### config.mk
export PLATFORM = sky130hd
export DESIGN_NAME = weight_mixer_flat
export DESIGN_NICKNAME = d
export VERILOG_FILES = /design/src/rtl/weight_mixer_pkg.sv /design/src/rtl/weight_mixer_if.sv /design/src/rtl/weight_mixer_gain_ramp.sv /design/src/rtl/weight_mixer.sv /design/src/flat_wrapper.sv
export SDC_FILE = /design/constraint.sdc
export NUM_CORES = 1
export LEC_CHECK = 0
export CAP_MARGIN = 10
export CORE_MARGIN = 4
export CORE_UTILIZATION = 35
export CTS_BUF_LIST = sky130_fd_sc_hd__clkbuf_4 sky130_fd_sc_hd__clkbuf_8
export DETAILED_ROUTE_END_ITERATION = 8
export PLACE_DENSITY_LB_ADDON = 0.05
export RECOVER_POWER = 50
export SYNTH_ARGS = -nofsm -noshare
export SYNTH_HDL_FRONTEND = slang
export SYNTH_HIERARCHICAL = 1
export SYNTH_SLANG_ARGS = --single-unit
### constraint.sdc
create_clock -name clk -period 9.3 [get_ports clk]
set_clock_uncertainty 0.15 [all_clocks]
set_input_delay 0.93 -clock clk [delete_from_list [all_inputs] [get_ports clk]]
set_output_delay 0.93 -clock clk [all_outputs]
set_load 0.01 [all_outputs]
### src/rtl/weight_mixer_pkg.sv
// Shared constants and types for the harmonic weight mixer: weight codes,
// gain constants derived from the gain width, and the ramp FSM state type.
package weight_mixer_pkg;

    localparam logic [1:0] W_OFF  = 2'd0;
    localparam logic [1:0] W_HALF = 2'd1;
    localparam logic [1:0] W_FULL = 2'd2;

    typedef enum logic [1:0] {
        SETTLED   = 2'd0,
        RAMP_UP   = 2'd1,
        RAMP_DOWN = 2'd2
    } ramp_state_t;

    // Gain is unsigned Q1.(gain_w-1): full scale 1.0 sits at the MSB.
    function automatic int gain_full(input int gain_w);
        return 1 << (gain_w - 1);
    endfunction

    function automatic int gain_half(input int gain_w);
        return 1 << (gain_w - 2);
    endfunction

endpackage

### src/rtl/weight_mixer_if.sv
// Sample stream between the harmonic generator (master) and the mixer (slave).
interface weight_mixer_if #(
    parameter int SAMPLE_W = 16
);
    logic signed [SAMPLE_W-1:0] sample_in;
    logic                       sample_in_valid;
    logic signed [SAMPLE_W-1:0] sample_out;
    logic                       sample_out_valid;

    modport master (
        output sample_in,
        output sample_in_valid,
        input  sample_out,
        input  sample_out_valid
    );

    modport slave (
        input  sample_in,
        input  sample_in_valid,
        output sample_out,
        output sample_out_valid
    );
endinterface

### src/rtl/weight_mixer_gain_ramp.sv
// Gain ramp: maps weight to a target gain and walks the gain register toward it,
// one step per accepted sample. WEIGHT_MIXER_RAMP_EN selects stepped ramps; otherwise gain jumps.
//
// state     | meaning
// ----------+---------------------------------------------
// SETTLED   | gain equals target, gain holds
// RAMP_UP   | gain below target, rises on each accepted sample
// RAMP_DOWN | gain above target, falls on each accepted sample
module gain_ramp
    import weight_mixer_pkg::*;
#(
    parameter int GAIN_W    = 8,
    parameter int RAMP_STEP = 16
) (
    input  logic              clk,
    input  logic              reset,
    input  logic [1:0]        weight,
    input  logic              advance,
    output logic [GAIN_W-1:0] gain,
    output logic              ramping
);

    localparam logic [GAIN_W-1:0] GAIN_F = GAIN_W'(gain_full(GAIN_W));
    localparam logic [GAIN_W-1:0] GAIN_H = GAIN_W'(gain_half(GAIN_W));

    ramp_state_t       state, state_nxt;
    logic [GAIN_W-1:0] target;
    logic [GAIN_W-1:0] gain_nxt;

    always_comb begin
        target = GAIN_F;
        case (weight)
            W_OFF:   target = '0;
            W_HALF:  target = GAIN_H;
            W_FULL:  target = GAIN_F;
            default: target = GAIN_F;
        endcase
    end

    always_comb begin
        state_nxt = SETTLED;
        if (gain < target) begin
            state_nxt = RAMP_UP;
        end else if (gain > target) begin
            state_nxt = RAMP_DOWN;
        end
    end

`ifdef WEIGHT_MIXER_RAMP_EN
    localparam logic [GAIN_W:0] STEP = (GAIN_W+1)'(RAMP_STEP);

    // One extra bit keeps gain+step and target+step from wrapping.
    logic [GAIN_W:0] up_sum;
    logic [GAIN_W:0] down_floor;

    assign up_sum     = {1'b0, gain} + STEP;
    assign down_floor = {1'b0, target} + STEP;

    always_comb begin
        gain_nxt = gain;
        if (advance) begin
            case (state)
                RAMP_UP:   gain_nxt = (up_sum > {1'b0, target}) ? target : up_sum[GAIN_W-1:0];
                RAMP_DOWN: gain_nxt = ({1'b0, gain} < down_floor) ? target
                                                                 : gain - STEP[GAIN_W-1:0];
                default:   gain_nxt = gain;
            endcase
        end
    end
`else
    logic unused_ramp_step;
    assign unused_ramp_step = (RAMP_STEP != 0);

    always_comb begin
        gain_nxt = gain;
        if (advance && (state != SETTLED)) begin
            gain_nxt = target;
        end
    end
`endif

    always_ff @(posedge clk or negedge reset) begin
        if (!reset) begin
            state <= SETTLED;
            gain  <= '0;
        end else begin
            state <= state_nxt;
            gain  <= gain_nxt;
        end
    end

    assign ramping = (state != SETTLED);

endmodule

### src/rtl/weight_mixer.sv
// Harmonic weight mixer: scales the sample stream by the ramped gain with one cycle
// of latency. Build with WEIGHT_MIXER_RAMP_EN for stepped gain ramps.
module weight_mixer
    import weight_mixer_pkg::*;
#(
    parameter int SAMPLE_W  = 16,
    parameter int GAIN_W    = 8,
    parameter int RAMP_STEP = 16
) (
    input  logic              clk,
    input  logic              reset,
    input  logic [1:0]        weight,
    weight_mixer_if.slave     bus,
    output logic [GAIN_W-1:0] gain,
    output logic              ramping
);

    logic signed [SAMPLE_W+GAIN_W:0] prod;
    logic signed [SAMPLE_W+GAIN_W:0] scaled;
    logic                            unused_scaled_msbs;

    gain_ramp #(
        .GAIN_W    (GAIN_W),
        .RAMP_STEP (RAMP_STEP)
    ) u_gain_ramp (
        .clk     (clk),
        .reset   (reset),
        .weight  (weight),
        .advance (bus.sample_in_valid),
        .gain    (gain),
        .ramping (ramping)
    );

    // The multiplier sees the gain before this sample's ramp step lands.
    assign prod   = bus.sample_in * $signed({1'b0, gain});
    assign scaled = prod >>> (GAIN_W - 1);

    // gain never exceeds 1.0, so the product always fits back in SAMPLE_W.
    assign unused_scaled_msbs = ^scaled[SAMPLE_W+GAIN_W:SAMPLE_W];

    always_ff @(posedge clk or negedge reset) begin
        if (!reset) begin
            bus.sample_out       <= '0;
            bus.sample_out_valid <= 1'b0;
        end else begin
            bus.sample_out_valid <= bus.sample_in_valid;
            if (bus.sample_in_valid) begin
                bus.sample_out <= scaled[SAMPLE_W-1:0];
            end
        end
    end

endmodule

### src/flat_wrapper.sv
// flat-port wrapper written by rule: the top's interface ports become plain ports
module weight_mixer_flat import weight_mixer_pkg::*;
#(
    parameter int SAMPLE_W  = 16,
    parameter int GAIN_W    = 8,
    parameter int RAMP_STEP = 16
)
  (clk, reset, weight, gain, ramping, bus_sample_in, bus_sample_in_valid, bus_sample_out, bus_sample_out_valid);
  weight_mixer_if #(.SAMPLE_W(SAMPLE_W)) bus_i ();
  input  logic clk;
  input  logic reset;
  input  logic [1:0] weight;
  output logic [GAIN_W-1:0] gain;
  output logic ramping;
  input wire logic [$bits(bus_i.sample_in)-1:0] bus_sample_in;
  input wire logic [$bits(bus_i.sample_in_valid)-1:0] bus_sample_in_valid;
  output wire logic [$bits(bus_i.sample_out)-1:0] bus_sample_out;
  output wire logic [$bits(bus_i.sample_out_valid)-1:0] bus_sample_out_valid;
  assign bus_i.sample_in = bus_sample_in;
  assign bus_i.sample_in_valid = bus_sample_in_valid;
  assign bus_sample_out = bus_i.sample_out;
  assign bus_sample_out_valid = bus_i.sample_out_valid;
  weight_mixer #(.SAMPLE_W(SAMPLE_W), .GAIN_W(GAIN_W), .RAMP_STEP(RAMP_STEP)) u_core (.clk(clk), .reset(reset), .weight(weight), .bus(bus_i), .gain(gain), .ramping(ramping));
endmodule
==> summary.txt, run 1 <==
Placed design
  • GP Congestion: 0.829
  • IO Port Bufs: 40
  • Hpwl dp: 9550 um

Clock network
  • CTS tree: yes
  • TritonCTS Buffers: 3
  • Resize count post-CTS: 0
  • CTS root buffer: clkbuf_8
  • Clk sinks: 21
  • Clock transition at the registers of the reported paths: 0.07 ns
  • Postcts setup bufs: 0
  • Hold buffers post-CTS: 0
  • Clock Path Buffers: 2
  • # H-tree levels: 1
  • Clk_lat worst skew: 0.26 ns

Synthesis
  • Cells after Synth: 565
  • Cell taking the most area after synthesis: fa_1
  • Synthesized cell area: 5040 um2
  • FF+latch count, synth: 21
  • Post-synth top area share: 38.1%
  • Syn Area/Cell: 8.93 um2
  • Count of cell types in the netlist: 42
  • Synth Warn #: 6
  • Register area share after synthesis: 10.4%
  • Top post-synthesis cells by area: fa_1, ha_1, inv_1

Setup path
  • Critical Path Sink Type: flop
  • CP Class: input port to flop
  • Critical Path RT: 9.26 ns
  • Crit start category: input port
  • Critical path data arrival time: 5.40 ns
  • Crit Path Max Fanout: 8

Global route
  • Initial antenna violation count: 0
  • Global-route wire length before repair: 20500 um
  • Largest net degree at the start of global routing: 27
  • GRT Resource Usage Total: 15.6%
  • Grt ovf: 0
  • Number of global-route vias before repair: 4295

Power and ir drop
  • Pwr/cell area: 369 nW/um2
  • Max rail drop VDD: 0.202 mV
  • Leakage: 3.04 nW

Outcome
  • Outcome: finished clean

Routing
  • Drt wl/cell: 14.9 um
  • Antenna violation net count after detailed routing: 0
  • Via Count: 3666
  • Initial DRT Pass Iterations: 4
  • Residual DRC: 0
  • DR vias/cell: 4.72
  • Wirelength, routed: 11500 um
  • DRT iter0 DRCs: 133

Min path
  • Hold Path Class: flop to flop

Die
  • Initial cell density of the core: 36.1%
  • Die area: 16400 um2
  • FP Rows: 43
  • Die Height: 128 um
  • # IOs: 47
  • Core ar.: 14000 um2
  • Die X: 128 um

Job
  • Maxcap violations: 0

Final layout
  • Fraction of layout cells with a size suffix above 1: 3.18%
  • Ant. Diodes: 0
  • Nets: 758
  • Area grow syn2layout: 12.0%
  • Fin util: 40.4%
  • Fillers: 1494

STA
  • Worst Max-Slew Pin Slew: 1.23 ns
  • Final hold viol count: 0
  • Max-Slew Margin vs Limit: 18.2%
  • Crit share post-route: 58.5%
  • Post-route minimum period: 5.44 ns
  • Pins Over Slew Limit: 0
  • TNS Setup: 0 ns
  • FMAX: 184 MHz
  • RSZ-0062 raised after global routing: no
  • Final setup violation count: 0
[registers in the layout, summed over array words and instances, names as in the netlist]
| register | cells |
|---|---|
| u_core/bus.sample_out | 16 |
| u_core/u_gain_ramp/gain | 2 |
| u_core/u_gain_ramp/state | 2 |
| u_core/bus.sample_out_valid | 1 |
[cell usage after synthesis]
cell type and count:
nand4bb_2 1, a21oi_1 15, nor3_1 4, nand3_1 6
nand2_2 1, nor4_4 1, or2_1 1, nor2_1 11
a21o_1 6, conb_1 1, o2111ai_2 1, o21ai_2 1
or3_1 3, nand2b_1 1, o311ai_0 2, a211oi_1 2
nand3b_1 1, buf_4 6, dfrtp_1 21, ha_1 43
nor4_1 1, clkbuf_1 12, o211ai_1 1, or2_2 1
xnor2_1 10, o21a_1 1, and4_1 2, nand4_1 2
and2_1 60, xor2_1 6, o21ai_0 6, mux2_2 6
a31o_2 2, mux2_4 2, a21boi_0 2, a211o_1 2
o31ai_1 2, inv_1 142, fa_1 96, nor2b_1 3
nand2_1 77, a2bb2oi_1 1
[critical path, stage by stage]
cell,delay [ns]
clkdlybuf4s50_1,0.58
and2_1,0.25
ha_1,0.29
fa_1,0.47
fa_1,0.50
inv_1,0.05
fa_1,0.47
inv_1,0.04
ha_1,0.37
a21o_1,0.20
a21oi_1,0.20
nor2_1,0.09
a211oi_1,0.35
a21boi_0,0.22
o21ai_0,0.22
o311ai_0,0.17
[worst paths after layout]
path                            cells past startpoint                        from                         to  slack [ns]
worst max-delay path                               16            bus_sample_in[6]  u_core/bus.sample_out[13]        3.86
worst min-delay path                                2   u_core/bus.sample_out[14]  u_core/bus.sample_out[14]        0.35
worst max register to register                     15  u_core/u_gain_ramp/gain[6]  u_core/bus.sample_out[13]        4.36
worst min register to register                      2   u_core/bus.sample_out[14]  u_core/bus.sample_out[14]        0.35
max in group asynchronous                           1                       reset   u_core/bus.sample_out[9]        7.29
min in group asynchronous                           1                       reset   u_core/bus.sample_out[2]        1.12
[power by group]
part	total, mW	internal, mW	leakage (nW)	switching, mW
registers	0.193	0.148	0.248	0.0454
clock network	0.0619	0.0334	0.0262	0.0285
logic	1.83	0.842	2.77	0.985
total	2.08	1.02	3.04	1.06
[area by class of cell]
cell class / instances / area, um2 / area share, %
flip-flops and latches: 21 / 526 / 9.30
inverters: 142 / 533 / 9.44
clock buffers: 4 / 48.8 / 0.864
repair buffers: 41 / 404 / 7.16
well taps: 180 / 225 / 3.99
multi-input cells: 389 / 3910 / 69.3
[logic make-up (layout without fill, tap and decap cells)]
| logic type | Yosys count | count (layout) | share of synthesized area (%) |
|---|---|---|---|
| DFF | 21 | 21 | 10.4 |
| buffers and inverters | 160 | 187 | 12.4 |
| other | 1 | 6 | 0.0743 |
| adders and majority gates | 139 | 139 | 48.8 |
| AOI/OAI and AO/OA | 44 | 44 | 5.85 |
| xor gates and xnor gates | 16 | 16 | 2.78 |
| and+or+nand+nor | 176 | 176 | 17.8 |
| muxes | 8 | 8 | 1.93 |
[metrics by stage]
stage	cell area (um2)	setup WS (ns)	power, mW	cells	hold slack (ns)
floorplan	5060	4.72	1.60	570	0.368
global placement	5610	3.77	1.99	773	0.335
detailed placement	5610	3.66	2.01	773	0.323
CTS	5660	3.86	2.09	777	0.353
global route	5650	3.59	2.41	777	0.372
finish	5650	3.86	2.08	777	0.351
[placed cells by master, fill, tap and decap left out, types with 2 or more instances in the layout]
master	count
dfrtp_1	21
mux2_2	6
nor3_1	4
nor2_1	11
nand2_1	77
a21oi_1	15
fa_1	96
a211oi_1	2
nor2b_1	3
mux2_4	2
a21o_1	6
o311ai_0	2
xnor2_1	10
ha_1	43
clkbuf_8	3
a31o_2	2
o21ai_0	7
a21boi_0	2
o31ai_1	2
xor2_1	6
inv_1	142
a211o_1	2
and2_1	60
clkdlybuf4s50_1	32
nand3_1	6
dlygate4sd3_1	8
and4_1	2
conb_1	6
nand4_1	2
or3_1	3
[layer usage]
layer  track usage [%]  part of all wire (%)  up-vias
met1              19.0                    43     1884
met5                 0                     0        -
met3              1.75                   2.2        0
met2              30.9                    55       38
li1                  -                     -     1744
met4             0.437                     0        0
Note: power is estimated with default switching activity, not from simulation.
==> inputs of run 2 (changes only) <==
==> constraint.sdc (replaced) <==
create_clock -name clk -period 4.58 [get_ports clk]
set_clock_uncertainty 0.15 [all_clocks]
set_input_delay 0.458 -clock clk [delete_from_list [all_inputs] [get_ports clk]]
set_output_delay 0.458 -clock clk [all_outputs]
set_load 0.01 [all_outputs]
==> run 2 against run 1 <==
- first-iteration DRC count rose by 8.3%
- via count rose by 3.9%
- critical path depth rose by 1
- sequential share of layout area fell by 0.48 points
- clock-buffer cell count did not move
==> summary.txt, run 2 (synthesis results as in run 1) <==
STA
  • Max-Slew Margin vs Limit: 33.4%
  • TNS Setup: 0 ns
  • FMAX: 229 MHz
  • Final hold viol count: 0
  • Crit share post-route: 95.2%
  • Pins Over Slew Limit: 0
  • Worst Max-Slew Pin Slew: 0.995 ns
  • Fin worst setup slack: 0.220 ns
  • Post-route minimum period: 4.36 ns
  • Final setup violation count: 0

Placed design
  • IO Port Bufs: 40
  • Worst slack, placed: -0.275 ns
  • GP Congestion: 0.826
  • Hpwl dp: 9910 um

Clock network
  • Hold buffers post-CTS: 0
  • # H-tree levels: 1
  • Clock transition at the registers of the reported paths: 0.08 ns
  • Clk_lat worst skew: 0.27 ns
  • TritonCTS Buffers: 3
  • Clock Path Buffers: 2
  • CTS root buffer: clkbuf_8
  • CTS tree: yes
  • Clk sinks: 21

Min path
  • Hold Path Class: flop to flop
  • Critical hold path startpoint: u_core/bus.sample_out[14]

Die
  • Die Height: 128 um
  • Core ar.: 14000 um2
  • Initial cell density of the core: 36.1%
  • FP Rows: 43
  • Die X: 128 um
  • # IOs: 47
  • Die area: 16400 um2

Final layout
  • Area grow syn2layout: 18.6%
  • Nets: 799
  • Most frequent cells in the layout: inv_1, fa_1, nand2_1
  • Biggest registers after layout: u_core/bus.sample_out: 16 flops, u_core/u_gain_ramp/gain: 2 flops, u_core/u_gain_ramp/state: 2 flops
  • Leading cell type in the layout, fill and taps excluded: inv_1
  • Ant. Diodes: 0
  • Top reg by flops: u_core/bus.sample_out
  • Number of flip-flops in the largest register: 16
  • Fillers: 1445
  • Fraction of layout cells with a size suffix above 1: 10.3%

Routing
  • Initial DRT Pass Iterations: 4
  • Antenna violation net count after detailed routing: 0
  • Drt wl/cell: 14.5 um
  • DR vias/cell: 4.66
  • Via Count: 3808
  • DRT iter0 DRCs: 144
  • Wirelength, routed: 11900 um
  • Residual DRC: 0

Global route
  • Number of global-route vias before repair: 4340
  • Initial antenna violation count: 1
  • Global-route wire length before repair: 20900 um
  • Largest net degree at the start of global routing: 22
  • Grt ovf: 0
  • GRT Resource Usage Total: 16.0%

Setup path
  • Max stage delay cell, worst path: fa_1
  • CP top delay family: adder cells
  • Critical Path Sink Type: flop
  • Crit path cell chain: clkdlybuf4s50_1, and2_1, ha_1, fa_1, fa_1, inv_1, fa_1, inv_1, ha_1, and4_1, nand2_1, nor2_1, a211oi_2, buf_4, a21o_1, a211o_1, nand3_1
  • Reg2Reg Launch Point: u_core/u_gain_ramp/gain[7]
  • Most used cell, CP: fa_1
  • CP startpoint: bus_sample_in[7]
  • Crit start category: input port
  • R2R cell count: 16
  • Critical Path RT: 4.64 ns
  • CP bufs+invs: 4
  • CP Class: input port to flop
  • R2R Setup Slk: 0.25 ns
  • Slowest stage delay, CP: 0.51 ns
  • Worst path depth: 17
  • Critical path endpoint: u_core/bus.sample_out[14]
  • Critical path data arrival time: 4.42 ns
  • Crit Path Max Fanout: 4
  • FF-to-FF End: u_core/bus.sample_out[15]

Power and ir drop
  • Pwr/cell area: 807 nW/um2
  • Leakage: 3.28 nW
  • Max rail drop VDD: 0.422 mV

Outcome
  • Outcome: finished clean

Job
  • Maxcap violations: 0
run 2: cell types whose count changed in the layout (fill, tap and decap cells not counted), moves of 2 or more:
cell / previous run / this run
buf_4: 0 / 41
dlygate4sd3_1: 8 / 11
dfrtp_2: 0 / 2
dlymetal6s2s_1: 0 / 4
dfrtp_1: 21 / 19
a21oi_1: 15 / 13
a21oi_2: 0 / 2
clkdlybuf4s50_1: 32 / 25
run 2: worst min-delay path, cell delays in order (launching register included):
cell and delay [ns]:
dfrtp_1 0.36, nand2_1 0.06, nand3_1 0.05
run 2: how the worst min path moves through the flow:
stage / slack, ns / cells past startpoint / to
global route: 0.39 / 1 / u_core/bus.sample_out[1]
detailed placement: 0.34 / 2 / u_core/bus.sample_out[14]
floorplan: 0.01 / 0 / u_core/bus.sample_out[0]
global placement: 0.34 / 2 / u_core/bus.sample_out[14]
CTS: 0.36 / 2 / u_core/bus.sample_out[14]
finish: 0.35 / 2 / u_core/bus.sample_out[14]
run 2: cell type report:
type | count | area, um2 | area share (%)
clock buffers | 4 | 48.8 | 0.815
well taps | 180 | 225 | 3.76
multi-input cells | 389 | 3930 | 65.6
repair buffers | 82 | 722 | 12.1
inverters | 142 | 533 | 8.91
flip-flops and latches | 21 | 528 | 8.82
run 2: power by group:
part	switching [mW]	total [mW]	internal [mW]
Clock	0.0622	0.130	0.0681
Sequential	0.0874	0.390	0.303
Combinational	2.15	4.31	2.15
Total	2.30	4.83	2.53
run 2: repair_timing:
item                                    in CTS  in global routing
endpoints found under the setup margin       3                  4
resized for setup                            3                  8
gates cloned                                 0                  0
pin swaps                                    0                  1
buffers inserted                             0                  1
run 2: metrics by stage:
step / total power [mW] / cell area, um2 / hold slack, ns / instances / util, %
2_1_floorplan: 3.24 / 5060 / 0.0124 / 570 / -
3_3_place_gp: 4.58 / 5910 / 0.339 / 813 / 42.2
6_report: 4.83 / 5980 / 0.352 / 818 / 42.8
4_1_cts: 4.78 / 5960 / 0.359 / 817 / 42.6
3_5_place_dp: 4.61 / 5910 / 0.335 / 813 / 42.2
5_1_grt: 5.55 / 5980 / 0.392 / 818 / 42.8
run 2: per-layer routing:
layer / GRT usage, % / up-vias / wire length [um]
met5: 0 / - / 0
met4: 3.25 / 0 / 263
met3: 1.96 / 14 / 329
met1: 19.7 / 1913 / 4960
li1: - / 1818 / -
met2: 29.9 / 63 / 6300
